--- src/rtl/instr_encoder.sv ---
// instr_encoder
//   Packs field-level instruction requests (opcode, Rx, Ry, immediate) into
//   16-bit instruction words and writes them to instruction memory at
//   consecutive even byte addresses, starting at BASE_ADDR. Illegal opcodes,
//   out-of-range immediates and session overflow stop the session with a
//   sticky error code.
//
// Ports
//   clk, reset_n          clock, synchronous active-low reset
//   start                 begin a session (from IDLE, DONE or ERR)
//   in_valid/in_ready     request handshake
//   in_opcode/rx/ry/imm   instruction fields, in_last marks final word
//   mem_wr/mem_ready      memory write handshake
//   mem_addr/mem_wdata    write address / packed instruction word
//   busy, done, error     status (done is a one-cycle pulse, error is sticky)
//   err_code              01 illegal opcode, 10 immediate range, 11 overflow
//   word_count            words written this session
//
// State   | Meaning
// --------+----------------------------------------------------------
// IDLE    | no session; waiting for start
// RUN     | ready to accept a request
// WRITE   | packed word presented to memory, waiting for mem_ready
// DONE    | one-cycle done pulse after final write
// ERR     | request rejected; err_code valid until start or reset

module instr_encoder #(
  parameter int                ADDR_W    = 16,
  parameter logic [ADDR_W-1:0] BASE_ADDR = 16'h0000,
  parameter int                MAX_WORDS = 256
) (
  input  logic                           clk,
  input  logic                           reset_n,
  input  logic                           start,
  input  logic                           in_valid,
  output logic                           in_ready,
  input  logic [4:0]                     in_opcode,
  input  logic [2:0]                     in_rx,
  input  logic [2:0]                     in_ry,
  input  logic [15:0]                    in_imm,
  input  logic                           in_last,
  output logic                           mem_wr,
  input  logic                           mem_ready,
  output logic [ADDR_W-1:0]              mem_addr,
  output logic [15:0]                    mem_wdata,
  output logic                           busy,
  output logic                           done,
  output logic                           error,
  output logic [1:0]                     err_code,
  output logic [$clog2(MAX_WORDS):0]     word_count
);

  localparam int CW = $clog2(MAX_WORDS) + 1;
  localparam logic [CW-1:0] MAX_CNT = CW'(MAX_WORDS);

  localparam logic [1:0] ERR_OPCODE   = 2'b01;
  localparam logic [1:0] ERR_RANGE    = 2'b10;
  localparam logic [1:0] ERR_OVERFLOW = 2'b11;

  typedef enum logic [2:0] {
    S_IDLE  = 3'd0,
    S_RUN   = 3'd1,
    S_WRITE = 3'd2,
    S_DONE  = 3'd3,
    S_ERR   = 3'd4
  } state_t;

  state_t state, state_next;

  logic        last_q;
  logic [15:0] enc_word;
  logic        legal;
  logic        in_range;
  logic        accept;
  logic        full;
  logic        session_start;
  logic        in_ready_d, mem_wr_d, busy_d, done_d, error_d;

  assign accept        = in_valid && (state == S_RUN);
  assign full          = (word_count == MAX_CNT);
  assign session_start = start && ((state == S_IDLE) || (state == S_DONE) || (state == S_ERR));

  // Opcode decode, range check and packing. Opcode always lands in [4:0].
  always_comb begin
    enc_word = '0;
    legal    = 1'b0;
    in_range = 1'b1;
    case (in_opcode)
      5'b00000, 5'b00001, 5'b00010, 5'b00011, 5'b00100, 5'b00101: begin
        legal    = 1'b1;
        enc_word = {5'b0, in_ry, in_rx, in_opcode};
      end
      5'b01000, 5'b01001, 5'b01010, 5'b01100: begin
        legal    = 1'b1;
        enc_word = {8'b0, in_rx, in_opcode};
      end
      5'b10000, 5'b10001, 5'b10010, 5'b10011: begin
        // signed 8-bit immediate: sign bit and everything above must agree
        legal    = 1'b1;
        in_range = (&in_imm[15:7]) || !(|in_imm[15:7]);
        enc_word = {in_imm[7:0], in_rx, in_opcode};
      end
      5'b10110: begin
        // mvhi loads the high byte, so the immediate is an unsigned byte
        legal    = 1'b1;
        in_range = !(|in_imm[15:8]);
        enc_word = {in_imm[7:0], in_rx, in_opcode};
      end
      5'b11000, 5'b11001, 5'b11010, 5'b11100: begin
        legal    = 1'b1;
        in_range = (&in_imm[15:10]) || !(|in_imm[15:10]);
        enc_word = {in_imm[10:0], in_opcode};
      end
      default: begin
        legal = 1'b0;
      end
    endcase
  end

  // State register and datapath registers
  always_ff @(posedge clk) begin
    if (!reset_n) begin
      state      <= S_IDLE;
      mem_addr   <= BASE_ADDR;
      mem_wdata  <= '0;
      word_count <= '0;
      err_code   <= 2'b00;
      last_q     <= 1'b0;
      in_ready   <= 1'b0;
      mem_wr     <= 1'b0;
      busy       <= 1'b0;
      done       <= 1'b0;
      error      <= 1'b0;
    end else begin
      state    <= state_next;
      in_ready <= in_ready_d;
      mem_wr   <= mem_wr_d;
      busy     <= busy_d;
      done     <= done_d;
      error    <= error_d;

      if (session_start) begin
        mem_addr   <= BASE_ADDR;
        word_count <= '0;
        err_code   <= 2'b00;
      end

      if (accept) begin
        // overflow is checked first so a full session reports 11 regardless
        if (full) begin
          err_code <= ERR_OVERFLOW;
        end else if (!legal) begin
          err_code <= ERR_OPCODE;
        end else if (!in_range) begin
          err_code <= ERR_RANGE;
        end else begin
          mem_wdata <= enc_word;
          last_q    <= in_last;
        end
      end

      if ((state == S_WRITE) && mem_ready) begin
        mem_addr   <= mem_addr + ADDR_W'(2);
        word_count <= word_count + CW'(1);
      end
    end
  end

  // Next-state logic
  always_comb begin
    state_next = state;
    case (state)
      S_IDLE: begin
        if (start) state_next = S_RUN;
      end
      S_RUN: begin
        if (accept) begin
          if (full || !legal || !in_range) state_next = S_ERR;
          else                             state_next = S_WRITE;
        end
      end
      S_WRITE: begin
        if (mem_ready) state_next = last_q ? S_DONE : S_RUN;
      end
      S_DONE: begin
        state_next = start ? S_RUN : S_IDLE;
      end
      S_ERR: begin
        if (start) state_next = S_RUN;
      end
      default: begin
        state_next = S_IDLE;
      end
    endcase
  end

  // Outputs are decoded from the next state and registered, so every
  // status output is glitch-free and aligned with the state it describes.
  always_comb begin
    in_ready_d = 1'b0;
    mem_wr_d   = 1'b0;
    busy_d     = 1'b0;
    done_d     = 1'b0;
    error_d    = 1'b0;
    case (state_next)
      S_RUN: begin
        in_ready_d = 1'b1;
        busy_d     = 1'b1;
      end
      S_WRITE: begin
        mem_wr_d = 1'b1;
        busy_d   = 1'b1;
      end
      S_DONE: begin
        done_d = 1'b1;
      end
      S_ERR: begin
        error_d = 1'b1;
      end
      default: begin
        in_ready_d = 1'b0;
      end
    endcase
  end

endmodule

--- config.mk ---
export PLATFORM = sky130hd
export DESIGN_NAME = instr_encoder
export DESIGN_NICKNAME = d
export VERILOG_FILES = /design/src/rtl/instr_encoder.sv
export SDC_FILE = /design/constraint.sdc
export NUM_CORES = 1
export LEC_CHECK = 0
export ABC_AREA = 1
export CAP_MARGIN = 40
export CORE_MARGIN = 2
export CORE_UTILIZATION = 40
export CTS_CLUSTER_DIAMETER = 120
export DETAILED_ROUTE_END_ITERATION = 10
export PLACE_DENSITY = 0.8
export SLEW_MARGIN = 10
export SYNTH_ARGS = -nofsm -noshare
export SYNTH_HDL_FRONTEND = slang
export SYNTH_SLANG_ARGS = --single-unit
--- constraint.sdc ---
create_clock -name clk -period 2 [get_ports clk]
set_input_delay 0.6 -clock clk [delete_from_list [all_inputs] [get_ports clk]]
set_output_delay 0.6 -clock clk [all_outputs]
set_load 0.02 [all_outputs]
==> reports/metrics.cfg <==
[run_status]
status = finished, final reports clean

[synthesis]
synth_simple_gate_area_frac = 0.391
ys_seq_area_frac = 0.364
synth_cell_types = 36
synth_seq_cells = 51
synthAdderAreaFrac = 0.0134
yosys_warnings = 0
synthXorXnorAreaFrac = 0
syn_area_um2 = 2800
synth_compound_area_frac = 0.144
syn_inst = 425
avgSynthCellArea_um2 = 6.60
synthMuxAreaShare = 0
synth_fp_nets = 461
synth_top_family_by_area = simple AND/OR/NAND/NOR gates

[clock_tree]
cts_tree = done
cts.sinks = 51
cts_max_level = 2
cts-buffers-inserted = 5
hold_buffers = 0
worstSkewPairLatency_ns = 0.31
cts_buffer_depth = 2
root_buffer = clkbuf_8
clk_pin_slew_ns = 0.09

[worst_setup_path]
r2r-start = word_count[0]
crit_chain = clkdlybuf4s50_1
cp.arrival_ns = 1.35
cp-startpoint = word_count[3]
cpLargestDelayFamily = buffers and inverters
cpPeakStageDelay_ns = 0.64
critical_path_required_ns = 1.40
cp.buffers_inverters = 1
critical_path_class = reg2out
crit_path_end_kind = output port
start_kind = flip-flop
cp_slowest_cell = clkdlybuf4s50_1
cp_max_fo = 5
regToRegSetupSlack_ns = 0.28

[routing]
drc = 0
avgRoutedWirePerCell_um = 12.7
ant_nets = 0
num_vias = 3158
wirelength_mm = 7.94
first_pass_iters = 5
routed_via_density = 5.04
dr.first_iter.drc_count = 227

[sta]
slew_violations = 0
max_freq_ghz = 0.514
fin_crit_sh = 0.973
layout_min_cycle_time_ns = 1.95
finalSetupViolCount = 0
finClkSkew_ns = 0.00902
hold_violations = 0

[grt]
grt_start_max_net_pins = 18
grt.overflow.total = 0
antenna_found_initial = 0
first_global_vias = 2888
grt_use_total = 0.205
grt_pass1_wl_mm = 12.6

[power]
peakVddDrop_v = 0.000425
power.total_mw = 2.15
p_per_area_nw_per_um2 = 523
p_leak_nw = 1.86

[die]
die_w_um = 87.7
dieArea_um2 = 7700
core_um2 = 6790
rows = 30
die_y_um = 87.7
initial_core_util = 0.413
ioPinCount = 81

[placed_design]
gp_congestion = 0.898
dp_cells = 614
dp_hpwl_mm = 5.90
io_buffers = 79
placed_area_um2 = 3860

[layout]
stdcell_area_um2 = 4110
drive_gt1_frac = 0.122
finalNetCount = 566
syn_to_final_growth_pct = 46.5
diodes = 0
stdcell_count = 627

[min_path]
hp-class = reg2reg
hp-start = mem_addr[14]

[flow_run]
max_cap_viol_count = 0

-- flip-flops by register name (all words and copies together), names as in the netlist --
| register | flops |
|---|---|
| mem_wdata | 16 |
| busy | 1 |
| word_count | 9 |
| state | 3 |
| last_q | 1 |
| in_ready | 1 |
| error | 1 |
| done | 1 |
| mem_wr | 1 |
| err_code | 2 |
| mem_addr | 15 |
-- metrics by stage --
stage	TNS [ns]	util	setup slack, ns	hold WS (ns)
after floorplan	0	-	0.182	0.448
after global placement	-9.13	0.569	-0.400	0.456
after detailed placement	-11.10	0.569	-0.468	0.465
after CTS	0	0.586	0.000932	0.475
after global routing	-0.0809	0.605	-0.0372	0.512
final	0	0.605	0.0543	0.469
-- power by group --
part           total (mW)  switching (mW)  leakage [nW]  internal (mW)
logic               0.439           0.236          1.40          0.203
clock network       0.654           0.338        0.0515          0.316
registers            1.05          0.0147         0.413           1.04
total                2.15           0.588          1.86           1.56
-- synthesized netlist by cell type, drive strengths merged --
library cell  count  area (µm²)
or2               1        6.26
a211oi            5        37.5
nand2           115         468
a21boi            2        15.0
dfxtp            51        1020
nor2             73         313
inv              44         173
a221oi            5        43.8
a21oi            31         155
a31oi             2        12.5
buf               8        55.0
o41ai             1        8.76
and2              1        6.26
o21bai            2        15.0
o21ai            20         100
nor4              3        18.8
ha                3        37.5
nor3              7        40.0
conb              1        3.75
o21a              2        15.0
nand4             5        31.3
clkbuf            4        15.0
nand3            34         175
nand3b            5        37.5
-- repair_timing --
| action | in CTS | in global routing |
|---|---|---|
| gates resized for setup | 17 | 25 |
| pin swaps | 2 | 5 |
| setup endpoints to repair | 32 | 33 |
| hold endpoints to repair | 0 | 0 |
| cloned | 1 | 1 |
| setup buffers | 0 | 3 |
-- tightest hold or removal path: stages (launching register included) --
cell and delay [ns]:
dfxtp_1 0.31, inv_1 0.06, a21oi_1 0.06
-- final timing paths --
kind / endpoint / cells after the start
setup / recovery: word_count[3] / 1
hold / removal: mem_addr[14] / 2
setup reg to reg: mem_wdata[3] / 10
hold reg to reg: mem_addr[14] / 2
-- kinds of logic (layout without fill, tap and decap cells) --
| kind of cell | Yosys count | after routing |
|---|---|---|
| AOI/OAI and AO/OA | 70 | 70 |
| buffers and inverters | 56 | 160 |
| and+or+nand+nor | 244 | 246 |
| other | 1 | 1 |
| adders and majority gates | 3 | 3 |
| DFF | 51 | 51 |
-- layout by cell type (no fill, tap or decap), types with 3 or more instances in the layout --
cell and instances:
o21ai_0 20, nand3_2 3, ha_1 3, buf_4 26
nor2_1 61, a21oi_1 30, nand3b_1 5, nor2_4 5
buf_12 3, dlymetal6s2s_1 15, nand4_1 5, a221oi_1 5
clkdlybuf4s50_1 53, clkbuf_8 7, dfxtp_1 51, nor3_1 6
dlygate4sd2_1 10, nand2_1 110, a211oi_1 5, nor2_2 7
inv_2 3, nor4_1 3, nand3_1 31, inv_1 40
-- area by class of cell --
| cell class | count | area, µm² |
|---|---|---|
| fillers | 613 | 2690 |
| repair buffers | 108 | 1070 |
| flip-flops and latches | 51 | 1020 |
| inverters | 44 | 178 |
| well taps | 96 | 120 |
| clock buffers | 8 | 100 |
| multi-input cells | 320 | 1620 |
-- routing by layer --
layer | track usage | up-vias | share of wire
li1 | - | 1599 | -
met1 | 0.245 | 1439 | 0.43
met2 | 0.360 | 106 | 0.49
met3 | 0.0500 | 14 | 0.054
met4 | 0.0699 | 0 | 0.020
met5 | 0 | - | 0
Note: power is estimated with default switching activity, not from simulation.
==> patch 1: new RTL, same settings <==
Make the reset (`reset_n`) asynchronous in one clocked block. Comments in the files are not updated.
--- a/src/rtl/instr_encoder.sv
+++ b/src/rtl/instr_encoder.sv
@@ -118,7 +118,7 @@
   end
 
   // State register and datapath registers
-  always_ff @(posedge clk) begin
+  always_ff @(posedge clk or negedge reset_n) begin
     if (!reset_n) begin
       state      <= S_IDLE;
       mem_addr   <= BASE_ADDR;
Formal check against the unedited RTL: differs if reset_n is asserted again (counterexample within 4 cycles, from zero or initial values and one cycle with reset_n low); with reset_n held inactive, the same outputs for 10 cycles.
==> patch 1 against the unedited design <==
  * Global-route usage is 1.5 points lower
  * Clock skew increased by 0.0043 ns
  * Wire length is 8.9% lower
  * Count of clock-buffer cells in the layout is 3 lower
  * Critical path depth is 12 higher
  * Cell area is 1.4% higher
  * Area after synthesis up 1.5%
  * Sequential cell count unchanged
  * Setup slack got worse by 0.026 ns
  * Critical endpoint is now mem_wdata[2]
  * Highest routed layer unchanged
Power is not compared: it rests on default switching activity, and its combinational part moved more than twofold at a synthesized area within 25%.
==> patch 1: results (changes against the unedited design) <==
[place]
gp_congestion = 0.899  ; +0.14%
place_worst_setup_slack_ns = -0.394  ; +0.0743 ns
placed_area_um2 = 4000  ; +3.6%
placedCellCount = 566  ; -7.8%

[synthesis]
ys_seq_area_share_pct = 44.8  ; +8.4 points
synthTopCellsByArea = dfrtp_1 (45%), nand2_1 (12%), nor2_1 (5.3%)
netlist-cell-type-count = 41  ; +14%
async_flop_share_pct = 100  ; +100 points
syn_nets = 397  ; -14%
postSynthCellCount = 361  ; -15%
synthXorXnorAreaFrac_pct = 0.308  ; +0.31 points
muxShareOfSynthArea_pct = 0.352  ; +0.35 points

[sta]
period_needed_ns = 1.97  ; +0.0263 ns
whs_ns = 0.224  ; -0.245 ns
finClkSkew_ns = 0.0133  ; +0.00433 ns

[grt]
grt_max_degree = 22  ; +4
grt_pass1_wl_um = 11600  ; -7.4%
grt_pass1_vias = 2627  ; -9.0%

[detailed_routing]
num_vias = 2830  ; -10%
post_drt_wl_per_cell_um = 12.6  ; -0.44%

[worst_setup_path]
rrSetupSlack_ns = 0.37  ; +0.09 ns
r2r_cells = 9  ; -1
crit_fanout = 12  ; +7
r2r_end = mem_addr[13]

[outcome]
status = complete, no violations

==> patch 1: changes by cell type in the layout (fill, tap and decap cells not counted), sizes merged, moves of 4 or more <==
| cell | change |
|---|---|
| dfrtp | +51 |
| dfxtp | -51 |
| nor2 | -26 |
| nand2 | -18 |
| nand3 | -14 |
| o21ai | +11 |
| buf | +10 |
| a21oi | -7 |
| clkdlybuf4s50 | +6 |
| a211oi | -5 |
| a221oi | -5 |
| o22ai | +4 |
==> patch 1: per-layer routing <==
layer / track usage [%] / wire (µm)
met1: 23.2 / 3030
met2: 34.0 / 3590
met3: 4.01 / 503
met4: 5.23 / 102
met5: 0 / 0
==> patch 1: repair_timing <==
action,CTS,global route
gates resized for setup,11,15
pin swaps,1,3
buffers inserted,0,0
endpoints found under the setup margin,22,33
==> patch 1: worst max-delay path, delay by kind of cell <==
kind,cells,cell delay (ns)
buffers and inverters,2,0.65
AO/OA/AOI/OAI,1,0.05
AND/OR/NAND/NOR,10,0.86
==> patch 1: cell type report <==
type / count / area, µm² / area share, %
multi-input cells: 259 / 1370 / 32.8
repair buffers: 117 / 1120 / 27.0
flip-flops and latches: 51 / 1280 / 30.6
clock inverters: 3 / 46.3 / 1.11
inverters: 43 / 161 / 3.88
well taps: 96 / 120 / 2.88
clock buffers: 5 / 68.8 / 1.65
==> patch 1: worst max path at each step <==
| stage | from | endpoint | cells past startpoint |
|---|---|---|---|
| final | in_imm[11] | mem_wdata[2] | 13 |
| after global routing | in_imm[11] | mem_wdata[2] | 13 |
| after CTS | in_opcode[0] | mem_wdata[5] | 13 |
| after detailed placement | in_opcode[1] | mem_wdata[5] | 9 |
| after global placement | in_opcode[4] | mem_wdata[5] | 11 |
| after floorplan | in_opcode[0] | mem_wdata[4] | 10 |
==> patch 2: new RTL, same flow settings <==
Without the edit above. `ADDR_W`: 16 -> 17.
--- a/src/rtl/instr_encoder.sv
+++ b/src/rtl/instr_encoder.sv
@@ -25,7 +25,7 @@
 // ERR     | request rejected; err_code valid until start or reset
 
 module instr_encoder #(
-  parameter int                ADDR_W    = 16,
+  parameter int                ADDR_W    = 17,
   parameter logic [ADDR_W-1:0] BASE_ADDR = 16'h0000,
   parameter int                MAX_WORDS = 256
 ) (
Interface: changed (resized mem_addr); port bits go from 81 to 82. The function was not compared with the original's and may differ.
==> patch 2 against the unedited design <==
  * Maximum frequency up 0.72%
  * Highest routed layer unchanged
  * Combinational power up 5.9%
  * Area after synthesis up 2.3%
  * Setup slack better by 0.014 ns
  * Wire length up 4.1%
  * Cell area up 5.1%
  * Power up 4.7%
  * Sequential cell count up 1
  * Critical path type unchanged
==> patch 2: results (changes against the unedited design) <==
[detailed_routing]
drt_iter0_drc = 149  ; -34%
firstDrtPassIters = 5  ; unchanged
dr_wl_met3_um = 585  ; +37%
m1WireLength_um = 3420  ; -0.75%
num_vias = 3331  ; +5.5%
wirelength_um = 8260  ; +4.1%
dr_wl_met2_um = 4170  ; +6.8%

[worst_setup_path]
timing.rr.start = mem_addr[1]
slowest_stage = clkdlybuf4s50_1
cp.arrival_ns = 1.33  ; -0.02 ns
critPathTopFamily = buffers and inverters
r2r_end = mem_addr[11]
crit_fanout = 5  ; unchanged

[pwr]
comb_power_share_pct = 20.7  ; +0.3 points
power_density_nw_per_um2 = 521  ; -0.38%
switching_share_pct = 26.5  ; -0.87 points
peakVddDrop_uv = 395  ; -6.9%

[synthesis]
netlist-cell-type-count = 37  ; +2.8%
synthTopCellsByArea = dfxtp_1 (36%), nand2_1 (14%), nor2_1 (9.0%)
synthTopCellsByCount = nand2_1 (105), nor2_1 (69), dfxtp_1 (52)
synth.avg_cell_area_um2 = 6.59  ; about the same
synth_compound_area_share_pct = 13.6  ; -0.80 points
synth_fa_ha_area_share_pct = 1.31  ; -0.030 points
syn_nets = 471  ; +2.2%

[sta]
whs_ns = 0.488  ; +0.0188 ns
period_needed_ns = 1.93  ; -0.0138 ns
finClkSkew_ns = 0.0113  ; +0.00228 ns

[layout]
largestRegisters = mem_addr (16), mem_wdata (16), word_count (9)
instances_no_fill = 650  ; +3.7%
layout-drive-gt1-share_pct = 15.5  ; +3.3 points
nets = 589  ; +4.1%

[min_path]
hold_end = err_code[1]
min_from = err_code[1]

[place]
port_buffers = 80  ; +1.3%
place_hpwl_um = 6040  ; +2.4%
placed_area_um2 = 4010  ; +3.7%
place_worst_setup_slack_ns = -0.469  ; -0.000840 ns
gp_congestion = 0.960  ; +6.9%
placedCellCount = 635  ; +3.4%

[grt]
globalRouteMet2Util_pct = 38.1  ; +2.2 points
grt_max_degree = 26  ; +8
grt_use_met1_pct = 23.6  ; -0.84 points
grt_pass1_wl_um = 12800  ; +1.4%
grt_pass1_vias = 2932  ; +1.5%
grt.total_usage_pct = 20.1  ; -0.39 points
met3_usage_pct = 3.36  ; -1.6 points

[clock_network]
insertion_delay_ns = 0.30

[outcome]
status = complete, no violations

patch 2: cell count changes after synthesis, sizes merged, moves of 3 or more:
cell   unedited run  this run
nor2             73        78
nand2           115       110
or2               1         5
nand3            34        37
patch 2: timing repair:
action | 4_1_cts | 5_1_grt
gates resized for setup | 17 | 31
hold buffers | 0 | 0
gates cloned | 3 | 1
setup buffers | 2 | 1
endpoints found under the setup margin | 28 | 31
pin swaps | 4 | 4
endpoints found under the hold margin | 0 | 0
patch 2: final cells by class:
type                            count  area (µm²)
Fill cell                         608        2550
Multi-Input combinational cell    326        1640
Timing Repair Buffer              121        1200
Sequential cell                    52        1040
Inverter                           45         185
Tap cell                           96         120
Clock buffer                        5        68.8
Clock inverter                      3        42.5
Timing Repair inverter              2        17.5
patch 2: worst max path at each step:
stage / end / start
after floorplan: mem_wdata[4] / in_opcode[3]
after global placement: last_q / in_opcode[1]
after detailed placement: mem_wdata[3] / in_opcode[3]
after CTS: word_count[6] / word_count[6]
after global routing: busy / in_opcode[1]
final: mem_addr[11] / mem_addr[11]
